==> src/rtl/jtkiwi_objscan.sv <==
// jtkiwi_objscan: per-scanline object scanner for the SETA-style object
// processor. Walks the Y table and attribute LUT, selects the objects that
// cover the line being rendered and issues them one at a time to the tile
// draw engine through a draw/busy handshake.
// Optional build macro JTKIWI_OBJSCAN_LIMIT_EN caps the objects issued per
// line at LIMIT; without it every matching object is issued.
//
// state    | meaning
// ---------+------------------------------------------------------------
// ST_CHECK | compare Y of object objcnt against the line, latch row
// ST_ATTR  | latch palette, code[15:14] and X position from the LUT
// ST_CODE  | latch flips and code[13:0] from the LUT
// ST_ISSUE | wait for the draw engine, then pulse dr_draw with payload
module jtkiwi_objscan #(
    parameter int OBJW  = 9,
    parameter int YW    = 4,
    parameter int LUTAW = 12,
    parameter int LIMIT = 32
) (
    input  logic             clk_i,
    input  logic             rst_n_i,
    input  logic             lut_cen_i,
    input  logic             hs_i,
    input  logic             flip_i,
    input  logic             page_i,
    input  logic [8:0]       vrender_i,
    output logic [OBJW-1:0]  y_addr_o,
    input  logic [7:0]       y_data_i,
    output logic [LUTAW-1:0] lut_addr_o,
    input  logic [15:0]      lut_data_i,
    output logic             dr_draw_o,
    input  logic             dr_busy_i,
    output logic [15:0]      dr_code_o,
    output logic [15:0]      dr_attr_o,
    output logic [8:0]       dr_xpos_o,
    output logic [YW-1:0]    dr_ysub_o,
    output logic             done_o,
    output logic [OBJW:0]    drawn_o
);
    typedef enum logic [1:0] {
        ST_CHECK = 2'd0,
        ST_ATTR  = 2'd1,
        ST_CODE  = 2'd2,
        ST_ISSUE = 2'd3
    } state_t;

    localparam logic [OBJW:0] LIMIT_M1 = (OBJW+1)'(LIMIT - 1);

    state_t          st_q;
    logic [OBJW-1:0] objcnt_q;
    logic            done_q;
    logic [OBJW:0]   drawn_q;
    logic [YW-1:0]   ysub_q;
    logic [4:0]      pal_q;
    logic [15:0]     code_q;
    logic [8:0]      xpos_q;
    logic            hflip_q;
    logic            vflip_q;
    logic            dr_draw_q;
    logic [15:0]     dr_code_q;
    logic [15:0]     dr_attr_q;
    logic [8:0]      dr_xpos_q;
    logic [YW-1:0]   dr_ysub_q;

    logic [7:0] vf;
    logic [8:0] ydiff;
    logic       match;
    logic       restart;
    logic       last_obj;
    logic       budget_en;
    logic       budget_hit;

`ifdef JTKIWI_OBJSCAN_LIMIT_EN
    assign budget_en = 1'b1;
`else
    assign budget_en = 1'b0;
`endif

    // Line compare: only the low 8 bits of the flipped line take part
    always_comb begin
        vf         = vrender_i[7:0] ^ {8{flip_i}};
        ydiff      = {1'b0, vf} - {1'b0, y_data_i};
        match      = (ydiff[8:YW] == '0);
        restart    = hs_i | (vrender_i > 9'h0F0);
        last_obj   = &objcnt_q;
        budget_hit = budget_en & (drawn_q == LIMIT_M1);
    end

    // LUT address: page on top, zero pad, then half select (attr/code) and object
    always_comb begin
        lut_addr_o           = '0;
        lut_addr_o[LUTAW-1]  = page_i;
        lut_addr_o[OBJW]     = ~st_q[1];
        lut_addr_o[OBJW-1:0] = objcnt_q;
    end

    // Scan FSM with registered draw payload; restart wins over any state
    always_ff @(posedge clk_i or negedge rst_n_i) begin
        if (!rst_n_i) begin
            st_q      <= ST_CHECK;
            objcnt_q  <= '0;
            done_q    <= 1'b0;
            drawn_q   <= '0;
            ysub_q    <= '0;
            pal_q     <= '0;
            code_q    <= '0;
            xpos_q    <= '0;
            hflip_q   <= 1'b0;
            vflip_q   <= 1'b0;
            dr_draw_q <= 1'b0;
            dr_code_q <= '0;
            dr_attr_q <= '0;
            dr_xpos_q <= '0;
            dr_ysub_q <= '0;
        end else begin
            dr_draw_q <= 1'b0;
            if (restart) begin
                st_q      <= ST_CHECK;
                objcnt_q  <= '0;
                done_q    <= 1'b0;
                drawn_q   <= '0;
                dr_code_q <= '0;
                dr_attr_q <= '0;
                dr_xpos_q <= '0;
                dr_ysub_q <= '0;
            end else if (lut_cen_i && !done_q) begin
                case (st_q)
                    ST_CHECK: begin
                        ysub_q <= ydiff[YW-1:0];
                        if (match) begin
                            st_q <= ST_ATTR;
                        end else begin
                            objcnt_q <= objcnt_q + 1'b1;
                            if (last_obj) done_q <= 1'b1;
                        end
                    end
                    ST_ATTR: begin
                        {pal_q, code_q[15:14], xpos_q} <= lut_data_i;
                        st_q <= ST_CODE;
                    end
                    ST_CODE: begin
                        {hflip_q, vflip_q, code_q[13:0]} <= lut_data_i;
                        st_q <= ST_ISSUE;
                    end
                    ST_ISSUE: begin
                        if (!dr_busy_i) begin
                            dr_draw_q <= 1'b1;
                            dr_code_q <= code_q;
                            dr_attr_q <= {hflip_q, vflip_q, pal_q, 9'd0};
                            dr_xpos_q <= xpos_q;
                            dr_ysub_q <= ysub_q;
                            objcnt_q  <= objcnt_q + 1'b1;
                            drawn_q   <= drawn_q + 1'b1;
                            st_q      <= ST_CHECK;
                            if (last_obj || budget_hit) done_q <= 1'b1;
                        end
                    end
                    default: st_q <= ST_CHECK;
                endcase
            end
        end
    end

    assign y_addr_o  = objcnt_q;
    assign dr_draw_o = dr_draw_q;
    assign dr_code_o = dr_code_q;
    assign dr_attr_o = dr_attr_q;
    assign dr_xpos_o = dr_xpos_q;
    assign dr_ysub_o = dr_ysub_q;
    assign done_o    = done_q;
    assign drawn_o   = drawn_q;
endmodule

==> config.mk <==
export PLATFORM = sky130hd
export DESIGN_NAME = jtkiwi_objscan
export DESIGN_NICKNAME = d
export VERILOG_FILES = /design/src/rtl/jtkiwi_objscan.sv
export SDC_FILE = /design/constraint.sdc
export NUM_CORES = 1
export LEC_CHECK = 0
export CAP_MARGIN = 10
export CORE_ASPECT_RATIO = 1.5
export CORE_MARGIN = 5
export CORE_UTILIZATION = 30
export DETAILED_ROUTE_END_ITERATION = 6
export GPL_ROUTABILITY_DRIVEN = 0
export HOLD_SLACK_MARGIN = 0.05
export PLACE_DENSITY = 0.57
export SETUP_SLACK_MARGIN = 0.5
export SLEW_MARGIN = 20
export SYNTH_ARGS = -nofsm -noshare
export SYNTH_HDL_FRONTEND = slang
export SYNTH_SLANG_ARGS = --single-unit
==> constraint.sdc <==
create_clock -name clk_i -period 2.51 [get_ports clk_i]
set_clock_uncertainty 0.2 [all_clocks]
set_input_delay 0.3765 -clock clk_i [delete_from_list [all_inputs] [get_ports clk_i]]
set_output_delay 0.3765 -clock clk_i [all_outputs]
set_load 0.02 [all_outputs]
==> results of run 1 <==
-- stage by stage --
stage	TNS, ns	utilization, %	std cells	cell area (um2)
after floorplan	-3.269	-	456	4667
after global placement	-9.539	40.02	755	6031
after detailed placement	-10.29	40.02	755	6031
after CTS	-1.008	43.22	776	6514
after global routing	-1.998	44.79	783	6750
final	-0.8114	44.79	783	6750
-- area by class of cell --
cell class	instances	area, um2	share of cell area (%)
clock buffer	10	239.0	3.540
sequential	95	2377	35.22
tap	199	249.0	3.689
inverter	12	45.04	0.6673
clock inverter	6	73.82	1.094
multi-input combinational	309	2241	33.20
timing repair buffer	152	1525	22.59
-- worst max-delay path by stage --
stage                 from     endpoint  slack [ns]  cells after the start
finish              flip_i  y_addr_o[7]       -0.13                     12
global route        flip_i  y_addr_o[7]       -0.21                     12
CTS                 flip_i  y_addr_o[6]       -0.14                     11
detailed placement  flip_i  y_addr_o[3]       -0.97                     11
global placement    flip_i  y_addr_o[7]       -0.87                     11
floorplan           flip_i  y_addr_o[6]       -0.39                     11
-- routing by layer --
layer | share of wire, % | global-route usage, % | wire length [um] | vias up
li1 | - | - | - | 1782
met1 | 40 | 15.25 | 4649 | 1795
met2 | 56 | 23.59 | 6508 | 80
met3 | 3.2 | 2.324 | 372 | 11
met4 | 1.5 | 5.154 | 172 | 0
met5 | 0 | 0 | 0 | -
-- critical path, delay by kind of cell --
family / cells / cell delay, ns
XOR/XNOR: 1 / 0.15
buffers and inverters: 3 / 0.29
AO/OA/AOI/OAI: 5 / 0.91
AND/OR/NAND/NOR: 1 / 0.41
adder cells (fa/ha/maj): 2 / 0.57
-- what timing repair did --
item / 4_1_cts / 5_1_grt
hold buffers: 1 / 0
endpoints found under the hold margin: 43 / 0
endpoints found under the setup margin: 60 / 81
gates resized for setup: 60 / 39
setup buffers: 4 / 5
pin swaps: 25 / 25
gates cloned: 0 / 2
-- kinds of logic after synthesis --
kind of cell	count (synthesis)
compound gates	88
buf+inv	52
xor+xnor	18
flops	95
simple gates	143
fa+ha+maj	16
mux	34
other cells	1
-- power by group through the flow --
| stage | sequential [W] | clock [W] | combinational, W |
|---|---|---|---|
| floorplan | 0.00160 | 0 | 0.000219 |
| global placement | 0.00161 | 0 | 0.000399 |
| detailed placement | 0.00161 | 0 | 0.000407 |
| CTS | 0.00158 | 0.00146 | 0.000464 |
| global route | 0.00158 | 0.00152 | 0.000543 |
| finish | 0.00158 | 0.00142 | 0.000493 |
-- cell usage in the layout (no fill, tap or decap), drive strengths merged, types with 5 or more instances in the layout --
master	instances
o21ai	17
a21oi	49
conb	10
dfrtp	95
clkbuf	12
nor2	18
xnor2	5
dlygate4sd2	19
ha	15
nand2	85
clkdlybuf4s50	72
mux2	34
nand4	6
dlymetal6s2s	11
nand3	11
buf	47
xor2	13
inv	15
-- state kept, by name, indices dropped and copies added (netlist names) --
signal / flops
dr_ysub_o: 4
dr_attr_o: 7
pal_q: 5
dr_code_o: 16
y_addr_o: 9
vflip_q: 1
hflip_q: 1
dr_xpos_o: 9
ysub_q: 4
dr_draw_o: 1
done_o: 1
xpos_q: 9
code_q: 16
drawn_o: 10
st_q: 2
==> impl_metrics.yaml, run 1 <==
setup_path:
  critical_path.max_fanout: 8
  critical-path-max-stage-delay_ns: 0.41
  cpMaxStageDelayCell: "or4_4"
  arrival_ns: 2.71
  rrSetupSlack_ns: 0.35
  endpoint_kind: "register"
  worstSetupStartpointType: "input pin"
  cp.required_ns: 2.58
  reg2reg_to: "y_addr_o[4]"
  r2r-start: "st_q[1]"
  path_class: "in -> reg"
  reg2regPathDepth: 6
  cp_cell_sequence: "buf_8 -> xnor2_2 -> ha_2 -> inv_2 -> fa_2 -> a211oi_2 -> o21ai_1 -> a32o_2 -> o2111a_2 -> buf_12 -> or4_4 -> a21oi_2"
logic_synthesis:
  yosys-top-cells-count: "dfrtp_1 (95), nand2_1 (85), a21oi_1 (49), mux2_2 (33), buf_4 (20)"
  synth_top_family_by_area: "simple AND/OR/NAND/NOR gates"
  synthCells: 447
  synth_area_leaders: "dfrtp_1 (52%), mux2_2 (8.1%), nand2_1 (7.0%)"
  ys_dominant_reg_cell: "dfrtp_1"
  synth_most_common_cell: "dfrtp_1"
  synthArstFlopShare_pct: 100.0
  syn_area_um2: 4574
  ys_warn_count: 0
  synth-seq-cells: 95
  synth_compound_area_share_pct: 11.49
  ys_seq_area_share_pct: 51.97
  synth_top_area_share_pct: 51.97
  synth_edf_count: 0
  yosysTopAreaCell: "dfrtp_1"
  synthSimpleGateAreaFrac_pct: 13.95
  muxShareOfSynthArea_pct: 8.370
  synthAdderAreaFrac_pct: 4.540
  yosysUniqueCellTypes: 47
  synth_xor_area_share_pct: 3.446
  syn_area_per_cell_um2: 10.23
place:
  post-place-ws_ns: -0.9685
  dp_hpwl_um: 8178
  port_buffers: 105
power:
  power.density_nw_per_um2: 516.4
  p_int_w: 0.002619
  p_leak_nw: 3.082
  ir_worst_vdd_mv: 0.2832
  swShare_pct: 24.88
  p_seq_share_pct: 45.2
  power_frac_comb_pct: 14.2
  clock_power_share_pct: 40.6
  p_total_w: 0.003486
  power.switching_w: 0.0008671
finish:
  nets: 635
  nFillCells: 1468
  diodes: 0
  drive_gt1_share_pct: 25.68
  syn_to_final_growth_pct: 47.57
clock_tree:
  cts_sinks: 95
  clk_latency_ns: 0.34
  cts_buffers: 9
  cts_buffer_depth: 2
  path_clk_slew_ns: 0.07
  cts_tree: "built"
  clockRootBuffer: "clkbuf_16"
  htree_levels: 3
min_path:
  worstHoldStart: "ysub_q[3]"
  hp-class: "reg -> reg"
  holdPathStages: 2
  min_to: "ysub_q[3]"
sta:
  maxSlewHeadroom_pct: 60.44
  whs_ns: 0.2877
  rsz0062_at_grt: "yes"
  final_max_slew_viol_count: 0
  fmax_mhz: 378.9
  worst_slack_ns: -0.1295
  setup_viol: 11
  fin_crit_ns: 2.640
  worst_pin_slew_ns: 0.5934
  fin_crit_sh_pct: 105.2
  hold_viol: 0
routing:
  drc: 0
  first_pass_iters: 4
  avgViaCountPerCell: 4.685
  drt-total-wl_um: 11700
  drtAntennaViolNets: 0
  vias: 3668
  first_iter_violations: 115
  routedWlPerCell_um: 14.95
flow_run:
  cap_violations: 0
global_route:
  grt_pass1_vias: 3875
  grt_max_degree: 53
  antenna_found_initial: 0
  grt_pass1_wl_um: 19320
  grt_use_total_pct: 13.05
  grt_overflow: 0
die:
  fp.dieH_um: 161.2
  initial_core_util_pct: 30.35
  core_area_um2: 15070
  die_area_um2: 17870
  die-width_um: 110.8
  ios: 118
  num_rows: 55
run_status:
  violations: "negative setup slack"
  status: "complete, but fails checks"
(Power assumes the default switching activity.)
==> run 2, diff against run 1 <==
--- a/config.mk
+++ b/config.mk
@@ -5,12 +5,12 @@
 export SDC_FILE = /design/constraint.sdc
 export NUM_CORES = 1
 export LEC_CHECK = 0
+export ABC_CLOCK_PERIOD_IN_PS = 2510
 export CAP_MARGIN = 10
 export CORE_ASPECT_RATIO = 1.5
 export CORE_MARGIN = 5
 export CORE_UTILIZATION = 30
 export DETAILED_ROUTE_END_ITERATION = 6
-export GPL_ROUTABILITY_DRIVEN = 0
 export HOLD_SLACK_MARGIN = 0.05
 export PLACE_DENSITY = 0.57
 export SETUP_SLACK_MARGIN = 0.5
==> results of run 2 <==
No change in the layout: final DEF, timing and power equal those of run 1.
